`config.mk`:
```
export PLATFORM = sky130hd
export DESIGN_NAME = word_register
export DESIGN_NICKNAME = d
export VERILOG_FILES = /design/src/rtl/word_register.sv
export SDC_FILE = /design/constraint.sdc
export NUM_CORES = 1
export LEC_CHECK = 0
export BUFFER_PORTS_ARGS = -buffer_cell sky130_fd_sc_hd__buf_4
export CAP_MARGIN = 5
export CORE_UTILIZATION = 44
export CTS_CLUSTER_DIAMETER = 120
export DETAILED_ROUTE_END_ITERATION = 8
export PLACE_DENSITY = 0.8
export SETUP_SLACK_MARGIN = 0.15
export SYNTH_ARGS = -nofsm -noshare
export SYNTH_HDL_FRONTEND = slang
export SYNTH_SLANG_ARGS = --single-unit
```
`constraint.sdc`:
```
create_clock -name clk -period 0.9 [get_ports clk]
set_input_delay 0.045 -clock clk [delete_from_list [all_inputs] [get_ports clk]]
set_output_delay 0.045 -clock clk [all_outputs]
set_load 0.02 [all_outputs]
```
`src/rtl/word_register.sv`:
```
`default_nettype none
// ============================================================================
//  Module      : word_register
//  Description : Parameterised holding register with an active-low write
//                strobe, per-byte write lanes and a one-cycle "written"
//                pulse. Asynchronous active-high reset.
//                Optional feature (macro WORD_REGISTER_PARITY_EN): stored
//                even-parity bit plus a sticky parity-error flag.
//  Revision    : 1.0 - initial release
// ============================================================================
module word_register #(
    parameter int               WIDTH       = 32,
    parameter logic [WIDTH-1:0] RESET_VALUE = '0
) (
    input  logic                 clk,
    input  logic                 rst,
    input  logic                 write_n,
    input  logic [WIDTH-1:0]     in,
    input  logic [WIDTH/8-1:0]   byte_en,
`ifdef WORD_REGISTER_PARITY_EN
    input  logic                 parity_chk_n,
    output logic                 parity,
    output logic                 parity_err,
`endif
    output logic [WIDTH-1:0]     out,
    output logic                 written
);

    localparam int c_lanes = WIDTH / 8;

    logic [WIDTH-1:0] value_q;
    logic [WIDTH-1:0] value_d;
    logic             written_q;
    logic             written_d;

    // Next value: enabled lanes take the new byte during a write, the rest hold.
    always_comb begin
        value_d = value_q;
        for (int k = 0; k < c_lanes; k++) begin
            if (!write_n && byte_en[k]) begin
                value_d[8*k +: 8] = in[8*k +: 8];
            end
        end
    end

    // The pulse follows the strobe alone, so an all-lanes-off write still reports.
    always_comb begin
        written_d = ~write_n;
    end

    // State register; reset takes effect immediately without a clock.
    always_ff @(posedge clk or posedge rst) begin
        if (rst) begin
            value_q   <= RESET_VALUE;
            written_q <= 1'b0;
        end else begin
            value_q   <= value_d;
            written_q <= written_d;
        end
    end

    assign out     = value_q;
    assign written = written_q;

`ifdef WORD_REGISTER_PARITY_EN
    logic parity_q;
    logic parity_d;
    logic parity_err_q;
    logic parity_err_d;

    // Parity is computed from the next value so it always travels with it.
    always_comb begin
        parity_d     = ^value_d;
        parity_err_d = parity_err_q | (~parity_chk_n & ((^value_q) != parity_q));
    end

    // Stored parity and sticky error flag, cleared only by reset.
    always_ff @(posedge clk or posedge rst) begin
        if (rst) begin
            parity_q     <= ^RESET_VALUE;
            parity_err_q <= 1'b0;
        end else begin
            parity_q     <= parity_d;
            parity_err_q <= parity_err_d;
        end
    end

    assign parity     = parity_q;
    assign parity_err = parity_err_q;
`endif

endmodule
`default_nettype wire

```
# == Word-level counts from Yosys, hierarchy flattened ==
# Cells that the tools add are included.
# word_totals
register_bits,33
in_bits,39
output_inout_bits,33
wordCells,11
# op_classes
bitwise,1
reduce_logical,5
# ops
operator,count
1-bit logical AND,4
1-bit zero test,1
1-bit NOT,1

# == Depth between registers and ports, before layout ==
# logic_depth
depth_word,2
depth_mapped,3

# == Worst setup path after synthesis ==
# No wires, ideal clock.
# synth_path
path_type,flip-flop to flip-flop
start,reg out[0] (netlist name)
end,"reg value_q[0], in the netlist out[0]"
arrival_ps,710
required_ps,775
slack_ps,65
path_stages_with_launch,2
synth_period_minus_slack_ps,835
cell_sequence,dfrtp_1 -> mux2_4
# synth_rtl
element,line,text
end signal: assignment,57,value_q <= value_d;
end: declaration,31,logic [WIDTH-1:0] value_q;

# == Worst setup path after layout ==
# layout_path
start,"reg value_q[7], in the netlist out[7]"
end,out out[7]
# layout_rtl
element,line,text
end: declaration,25,"output logic [WIDTH-1:0] out,"
# No word-level cell between the ends.

==> flow_metrics.py <==
metrics = {
    "clocking": {
        "root_buffer": "clkbuf_4",
        "clk_pin_slew_worst_paths_ns": 0.10,
        "ctsLongestPathBuffers": 2,
        "cts_buffers": 5,
        "htreeDepth": 2,
        "clk_latency_ns": 0.32,
        "cts_sinks": 33,
        "cts_tree": "built",
    },
    "detailed_routing": {
        "wl_per_cell_um": 15.7,
        "drc_errors": 0,
        "drt_pass1_iterations": 4,
        "viasPerCell": 4.37,
        "ant_nets": 0,
        "finalWirelength_um": 3790,
        "drt_iter0_drc": 13,
        "vias": 1058,
    },
    "logic_synthesis": {
        "synth_cell_type_count": 5,
        "synth_top_family_by_area": "multiplexers",
        "synth_xor_area_share_pct": 0,
        "synth_seq_cells": 33,
        "synthCells": 75,
        "synth_area_um2": 1390,
        "synth_compound_area_share_pct": 0,
        "synth.avg_cell_area_um2": 18.6,
        "yosys.area_share.simple_pct": 2.51,
        "synth_fa_ha_area_share_pct": 0,
        "ys_warn_count": 0,
        "synth_mux_area_share_pct": 34.5,
        "yosysSeqAreaShare_pct": 59.2,
        "syn_nets": 114,
    },
    "critical_path": {
        "cp_max_fo": 2,
        "critPathKind": "register to output port",
        "crit_required_ns": 0.85,
        "arrival_ns": 0.90,
        "crit_buf_inv": 1,
        "path_cells": "buf_6",
        "slowest_stage": "dfrtp_2",
        "startpoint_type": "register",
        "crit_family": "flip-flops",
        "cp-end-kind": "output port",
        "max_stage_delay_ns": 0.44,
    },
    "grt": {
        "grt_pass1_wl_um": 5840,
        "gr-usage-all-layers_pct": 24.2,
        "antenna_found_initial": 0,
        "grt_pass1_vias": 1212,
        "grt-ovfl-total": 0,
        "grt_max_degree": 34,
    },
    "timing": {
        "clock.fmax_ghz": 1.06,
        "worst_clock_skew_ns": 0,
        "period_share_pct": 105,
        "finalHoldViolations": 0,
        "rsz0062_at_grt": "yes",
        "finalSetupViolations": 40,
        "min_period_ns": 0.947,
        "fin_ws_ns": -0.0474,
        "drv_slew": 0,
        "worst_pin_slew_ns": 0.173,
        "max-slew-margin-rel_pct": 88.4,
    },
    "power": {
        "power_mw": 4.38,
        "power_density_nw_per_um2": 1630,
        "ir_drop_uv": 1110,
        "leakage_nw": 1.27,
    },
    "finish": {
        "layout_common_cells": "buf_6 (42), buf_4 (40), dlygate4sd3_1 (34), mux2_4 (32), dfrtp_2 (32)",
        "drive_gt1_share_pct": 81.3,
        "antenna_cells": 0,
        "finalNetCount": 237,
        "final_common_cell": "buf_6",
        "post-route-util_pct": 89.0,
        "final-instance-count-excl-fill": 242,
        "areaGrowthSynthToFinish_pct": 93.4,
    },
    "place": {
        "gp_congestion": 0.744,
        "hpwl_um": 2020,
        "dp.cells": 192,
        "port-buffer-count": 71,
    },
    "floorplanning": {
        "dieArea_um2": 3400,
        "die_w_um": 58.3,
        "core_um2": 3030,
        "start_util_pct": 46.0,
        "num_rows": 20,
        "ios": 72,
        "die_h_um": 58.3,
    },
    "flow_run": {
        "maxCapViolations": 0,
    },
    "worst_hold_path": {
        "hold_class": "primary input to register",
    },
    "outcome": {
        "violations": "setup timing",
        "status": "finished, violations left",
    },
}
==> Yosys cell counts (all sizes together) <==
library cell	count	area share, %
inv	2	0.54
dfrtp	33	59
mux2	32	34
buf	4	3.2
nor2b	4	2.5
==> stage by stage <==
stage	cell area (um^2)	TNS, ns	setup slack (ns)	hold slack (ns)
floorplan	1440	0	0.0778	-0.0215
finish	2700	-0.958	-0.0474	0.256
global route	2700	-2.19	-0.0726	0.250
detailed placement	2080	-0.437	-0.0309	0.0976
CTS	2670	-1.23	-0.0547	0.237
global placement	2080	-0.207	-0.0190	0.0934
==> worst register-to-register path: cells and delay by family, from the launching register on <==
| kind | cells | cell delay (ns) |
|---|---|---|
| DFF | 1 | 0.43 |
| muxes | 1 | 0.27 |
| buffers and inverters | 1 | 0.12 |
==> sequential cells by signal, indices dropped and copies added, names as in the netlist <==
| register | flops |
|---|---|
| out | 32 |
| written | 1 |
==> cell families after synthesis <==
logic type,count (synthesis)
flops,33
mux,32
buf+inv,6
simple gates,4
==> final cells by class <==
cell class / instances / area, um^2
multi-input cells: 36 / 515
repair buffers: 120 / 1190
inverters: 2 / 11.3
fillers: 127 / 332
flip-flops and latches: 33 / 866
clock buffers: 7 / 55.1
well taps: 44 / 55.1
==> final timing paths <==
path                                      from                   to  slack (ns)  cells past startpoint
setup / recovery            out[7]$_DFFE_PP0P_               out[7]       -0.05                      1
hold / removal                         write_n  out[11]$_DFFE_PP0P_        0.26                      4
setup reg to reg           out[19]$_DFFE_PP0P_  out[19]$_DFFE_PP0P_       -0.03                      2
hold reg to reg            out[29]$_DFFE_PP0P_  out[29]$_DFFE_PP0P_        0.54                      1
max in group asynchronous                  rst   out[3]$_DFFE_PP0P_        0.42                      4
min in group asynchronous                  rst  out[19]$_DFFE_PP0P_        0.28                      4
==> report_power, final <==
part / switching, mW / leakage, nW / internal (mW)
Clock: 0.458 / 0.0314 / 0.368
Sequential: 0.182 / 0.355 / 1.74
Combinational: 0.590 / 0.882 / 1.05
Total: 1.23 / 1.27 / 3.15
==> layer usage <==
| layer | share of wire (%) | wire length (um) | global-route usage, % | vias to the layer above |
|---|---|---|---|---|
| met3 | 5.1 | 193 | 5.13 | 7 |
| met1 | 36 | 1380 | 26.2 | 501 |
| met4 | 1.7 | 65 | 10.5 | 0 |
| met5 | 0 | 0 | 0 | - |
| li1 | - | - | - | 501 |
| met2 | 57 | 2150 | 45.0 | 49 |
==> timing repair <==
item	4_1_cts	5_1_grt
setup buffers	7	2
hold buffers	34	0
cloned	0	0
endpoints found under the setup margin	65	65
gates resized for setup	40	2
hold endpoints to repair	66	0
Power figures use the tool's default switching activity.
